<file path="config.mk">
export PLATFORM = sky130hd
export DESIGN_NAME = dmux16_stream
export DESIGN_NICKNAME = d
export VERILOG_FILES = /design/src/rtl/dmux16_pkg.sv /design/src/rtl/dmux16_slot.sv /design/src/rtl/dmux16_stream.sv
export SDC_FILE = /design/constraint.sdc
export NUM_CORES = 1
export LEC_CHECK = 0
export CORE_MARGIN = 2
export CORE_UTILIZATION = 45
export DETAILED_ROUTE_END_ITERATION = 6
export PLACE_DENSITY = 0.75
export REMOVE_ABC_BUFFERS = 1
export SLEW_MARGIN = 20
export SYNTH_ARGS = -nofsm -noshare
export SYNTH_HDL_FRONTEND = slang
export SYNTH_HIERARCHICAL = 1
export SYNTH_SLANG_ARGS = --single-unit
</file>
<file path="constraint.sdc">
create_clock -name clk -period 2.9 [get_ports clk]
set_clock_uncertainty 0.2 [all_clocks]
set_input_delay 0.58 -clock clk [delete_from_list [all_inputs] [get_ports clk]]
set_output_delay 0.58 -clock clk [all_outputs]
set_load 0.005 [all_outputs]
</file>
<file path="src/rtl/dmux16_pkg.sv">
// Shared types and defaults for the dmux16 stream demultiplexer.
// Width and channel count live here so the top, the slot and any consumer agree.
package dmux16_pkg;

  localparam int DMUX_WIDTH = 16;
  localparam int DMUX_NCH   = 4;
  localparam int DMUX_SELW  = $clog2(DMUX_NCH);

  typedef logic [DMUX_WIDTH-1:0] word_t;
  typedef logic [DMUX_SELW-1:0]  ch_idx_t;
  typedef logic [15:0]           cnt_t;

endpackage

</file>
<file path="src/rtl/dmux16_slot.sv">
// Single-entry holding slot: one data register plus a full flag.
// A load always wins over a drain, so a slot can be refilled on the edge it empties.
module dmux16_slot
  import dmux16_pkg::*;
#(
  parameter int WIDTH = DMUX_WIDTH
) (
  input  logic             clk,
  input  logic             rst_n,
  input  logic             load,
  input  logic             drain,
  input  logic [WIDTH-1:0] d,
  output logic [WIDTH-1:0] data,
  output logic             full
);

  logic [WIDTH-1:0] r_data;
  logic             r_full;

  // NOTE: state is written with non-blocking assignments so every flop samples
  // pre-edge values; the data register is reset too, because out[k] is visible
  // even while the slot is empty.
  always_ff @(posedge clk or negedge rst_n) begin
    if (!rst_n) begin
      r_data <= '0;
      r_full <= 1'b0;
    end else if (load) begin
      r_data <= d;
      r_full <= 1'b1;
    end else if (drain) begin
      r_full <= 1'b0;
    end
  end

  assign data = r_data;
  assign full = r_full;

endmodule

</file>
<file path="src/rtl/dmux16_stream.sv">
// Stream demultiplexer: steers each accepted word to the slot chosen by sel,
// with independent per-channel valid/ready drain and a 16-bit accept counter.
module dmux16_stream
  import dmux16_pkg::*;
#(
  parameter int WIDTH = DMUX_WIDTH,
  parameter int NCH   = DMUX_NCH,
  localparam int SELW = (NCH > 1) ? $clog2(NCH) : 1
) (
  input  logic                      clk,
  input  logic                      rst_n,
  input  logic [WIDTH-1:0]          in,
  input  logic [SELW-1:0]           sel,
  input  logic                      in_valid,
  output logic                      in_ready,
  output logic [NCH-1:0][WIDTH-1:0] out,
  output logic [NCH-1:0]            out_valid,
  input  logic [NCH-1:0]            out_ready,
  output logic [15:0]               xfer_cnt
);

  logic [NCH-1:0] w_full;
  logic [NCH-1:0] w_load;
  logic [NCH-1:0] w_drain;
  logic           w_accept;
  cnt_t           r_xfer_cnt;

  // A full slot can still take a word if its consumer empties it on the same edge.
  assign in_ready = !w_full[sel] || out_ready[sel];
  assign w_accept = in_valid && in_ready;
  assign w_drain  = w_full & out_ready;

  // NOTE: the decode vector gets a default before the conditional write so no
  // latch is inferred for the channels that are not selected.
  always_comb begin
    w_load = '0;
    if (w_accept) w_load[sel] = 1'b1;
  end

  for (genvar k = 0; k < NCH; k++) begin : g_slot
    dmux16_slot #(.WIDTH(WIDTH)) u_slot (
      .clk   (clk),
      .rst_n (rst_n),
      .load  (w_load[k]),
      .drain (w_drain[k]),
      .d     (in),
      .data  (out[k]),
      .full  (w_full[k])
    );
  end

  always_ff @(posedge clk or negedge rst_n) begin
    if (!rst_n) begin
      r_xfer_cnt <= '0;
    end else if (w_accept) begin
      r_xfer_cnt <= r_xfer_cnt + 16'd1;
    end
  end

  assign out_valid = w_full;
  assign xfer_cnt  = r_xfer_cnt;

endmodule

</file>
==> results.txt <==
----------------------------------------------------
[GRT]
  Met3 track demand over resource ... 4.51%
  Number of antenna violations at the first check in global routing ... 0
  Most used routing layer in global routing ... met2
  Largest net degree at the start of global routing ... 44
  Vias in the first global route ... 2484
  Met1 capacity usage during global routing ... 24.8%
  Routing usage on met2 ... 31.6%
  First-pass GRT wire length ... 12.9 mm
  Global-route usage over all layers ... 19.1%
  Overflow left after global routing ... 0

[Pwr]
  Maximum VDD drop ... between 0.4 and 0.5 mV
  Share of power burned in the clock network ... 23.5%
  Switch Pwr ... 1.04 mW
  Pwr dens ... 806 nW/µm²
  Total power consumption of the routed design ... 4.09 mW
  Sw Share ... 25.4%
  Fraction of power consumed by sequential logic ... ~43%
  Internal Dissipation ... a little over 3 mW
  Comb pwr share ... 33.6%
  Leakage power figure ... 2.18 nW

[Floorplanning]
  Count of boundary I/O pins ... 110
  Effective utilization at floorplan ... between 40% and 50%
  Placement Rows ... 32
  Width of the die ... 93.6 µm
  Total core area ... roughly 7800 µm²
  DIE HEIGHT ... 93.6 µm
  Die ar. ... 8760 µm²

[Placed design]
  Dpl cells ... ~450
  Post-place instance area ... 4840 µm²
  Half-perimeter wire length after placement ... 5.72 mm
  Last weighted congestion value of the routability-driven placer ... roughly 0.8
  Count of buffers inserted at the top-level ports ... 109
  Post-place setup slack ... -0.131 ns

[STA]
  Max-slew violation count ... 0
  Worst Max-Slew Pin Slew ... 0.583 ns
  Hold violation total from the final report ... 0
  Min setup slack post-route ... approximately 0.13 ns
  Final Cycle Share ... 95.6%
  Shortest period the worst path allows ... 2.77 ns
  Total setup violations reported at the end of the flow ... 0
  Max-slew headroom at the worst pin ... 60.6%
  Final sum of negative setup slack ... 0 ns
  RSZ-0062 raised after global routing ... no
  Timing-limited maximum frequency ... 361 MHz
  Worst hold-check slack ... between 0.01 and 0.015 ns

[Logic synthesis]
  Post-synthesis average cell area ... around 16 µm²
  Post-Synth XOR/XNOR Area ... under 10%
  Post-synthesis cell count ... 229
  Area of the mapped netlist ... around 3600 µm²
  Share of synthesized area spent on multiplexers ... ~24%
  Count of different cell masters after synthesis ... 24
  Yosys warns ... 6
  Leading area contributor after synthesis ... sky130_fd_sc_hd__dfrtp_1
  Synthesized-area fraction occupied by and/or/nand/nor cells ... 8.45%
  Complex-gate fraction of the synthesized area ... 0.970%
  Leading post-synthesis cells by cell area ... sky130_fd_sc_hd__dfrtp_1 58%, sky130_fd_sc_hd__mux2_4 15%, sky130_fd_sc_hd__mux2_2 8.7%, sky130_fd_sc_hd__xnor2_1 3.6%, sky130_fd_sc_hd__buf_12 2.2%
  Main combinational cell family by area after synthesis ... multiplexers
  #FFs+latches synth ... 84
  Post-synthesis share of cell area spent on full adders, half adders and majority gates ... less than 1%
  Area share of the largest cell type after synthesis ... 58.2%
  Sequential area share after synthesis ... 58.2%

[Critical path]
  Required time of the critical path ... 2.12 ns
  Cell family with most CP delay ... buffers and inverters
  Delay of the slowest critical-path stage ... 0.54 ns
  Cell at the slowest stage of the critical path ... sky130_fd_sc_hd__clkdlybuf4s50_1
  Chain of cells forming the critical path ... clkdlybuf4s50_1, nor4bb_1, nor4_4, dlygate4sd2_1
  Nature of the critical path endpoint ... output pin
  Maximum net fanout on the critical path ... 5
  Type of the worst setup path ... in -> out
  Worst Path Buf+Inv ... 2
  Startpoint type of the worst setup path ... input pin
  Worst EP arrival ... slightly below 2 ns

[Finish]
  Most common cell after layout, fill and taps aside ... sky130_fd_sc_hd__clkdlybuf4s50_1
  Net count, final ... 380
  Leading cell types in the layout, fill and taps excluded ... 107 x sky130_fd_sc_hd__clkdlybuf4s50_1, 84 x sky130_fd_sc_hd__dfrtp_1, 36 x sky130_fd_sc_hd__mux2_4, 28 x sky130_fd_sc_hd__mux2_2
  Share of cells above drive strength 1 ... 28.8%
  Final cell count without fillers ... 460
  Antenna cells ... 0
  Final Core Density ... 65.3%
  Area delta synth->final ... 40.5%
  Post-route design area ... 5070 µm²

[Drt]
  Detailed Route WL ... 7.88 mm
  Drt via density ... roughly 5
  Total vias in the final route ... around 2300
  Total iterations of the first detailed-routing run ... 4
  DRC errors left ... 0
  Post-DR wirelength/cell ... 17.1 µm
  DRC marker count from the first detailed-route iteration ... 46
  Number of nets with antenna violations after routing ... 0

[Flow run]
  Max-cap violation count ... 0

[Worst hold path]
  Worst min-delay path class ... in -> async

[Status]
  Outcome ... complete, no violations

[Clocking]
  CTS tree ... built
  CTS hold repair buffers ... 0
  Depth of the CTS H-tree ... 3
  Post-CTS setup buffer count ... 0
  Number of gates resized after CTS ... 1
  Clock-pin slew on the worst setup and hold paths ... 0.08 ns
  Clock Latency Late Sink ... 0.34 ns
  Buffers from clock root to sink, at most ... 2
  Clock root cell ... sky130_fd_sc_hd__clkbuf_8
  Cts bufs inserted ... 9
  Number of sinks handled by clock tree synthesis ... 84

----------------------------------------------------
[state kept, by name, summed over array words and instances, names as in the netlist]
register and cells:
xfer_cnt 16, g_slot.u_slot/data 64, g_slot.u_slot/full 4
[routing by layer]
layer / share of wire, % / up-vias
li1: - / 1058
met1: 44 / 1163
met2: 50 / 64
met3: 4.7 / 6
met4: 1.1 / 0
met5: 0 / -
[cell usage after synthesis]
master	n
sky130_fd_sc_hd__a21o_2	4
sky130_fd_sc_hd__and2_1	7
sky130_fd_sc_hd__and3_1	6
sky130_fd_sc_hd__and4_1	3
sky130_fd_sc_hd__and4b_1	1
sky130_fd_sc_hd__buf_12	4
sky130_fd_sc_hd__buf_6	5
sky130_fd_sc_hd__clkbuf_1	2
sky130_fd_sc_hd__dfrtp_1	84
sky130_fd_sc_hd__ha_1	1
sky130_fd_sc_hd__inv_1	4
sky130_fd_sc_hd__mux2_1	1
sky130_fd_sc_hd__mux2_2	28
sky130_fd_sc_hd__mux2_4	36
sky130_fd_sc_hd__nand2_1	1
sky130_fd_sc_hd__nand2_2	1
sky130_fd_sc_hd__nand3_1	7
sky130_fd_sc_hd__nand4_1	10
sky130_fd_sc_hd__nor3_1	3
sky130_fd_sc_hd__nor3b_1	2
sky130_fd_sc_hd__nor4_4	1
sky130_fd_sc_hd__nor4b_1	1
sky130_fd_sc_hd__nor4bb_1	2
sky130_fd_sc_hd__xnor2_1	15
[power groups by stage]
stage / clock [mW] / sequential [mW] / combinational (mW)
final: 0.961 / 1.75 / 1.38
after global routing: 1.04 / 1.80 / 1.47
after CTS: 0.981 / 1.76 / 1.40
after detailed placement: 0 / 1.77 / 1.39
after global placement: 0 / 1.77 / 1.36
after floorplan: 0 / 1.76 / 0.493
[kinds of logic (layout without fill, tap and decap cells)]
kind of cell,after synthesis,count (layout)
XOR/XNOR,15,15
AND/OR/NAND/NOR,45,45
adder cells (fa/ha/maj),1,1
buffers and inverters,15,144
multiplexers,65,65
AO/OA/AOI/OAI,4,4
flip-flops,84,84
[final timing paths]
| kind | depth (start not counted) | from | slack [ns] | endpoint |
|---|---|---|---|---|
| max | 4 | sel[1] | 0.13 | in_ready |
| min | 1 | rst_n | 0.01 | g_slot[1].u_slot/data[13] |
| max reg2reg | 6 | g_slot[3].u_slot/full | 0.56 | g_slot[3].u_slot/data[12] |
| min reg2reg | 1 | xfer_cnt[15] | 0.27 | xfer_cnt[15] |
| max in group asynchronous | 2 | rst_n | 1.88 | g_slot[0].u_slot/data[10] |
| min in group clk | 1 | xfer_cnt[15] | 0.27 | xfer_cnt[15] |
[cell type report]
class | instances | area (µm²)
Tap cell | 102 | 128
Fill cell | 597 | 2690
Clock inverter | 4 | 98.8
Sequential cell | 84 | 2100
Clock buffer | 11 | 131
Inverter | 4 | 15.0
Multi-Input combinational cell | 130 | 1370
Timing Repair Buffer | 125 | 1230
Note: power is estimated with default switching activity, not from simulation.
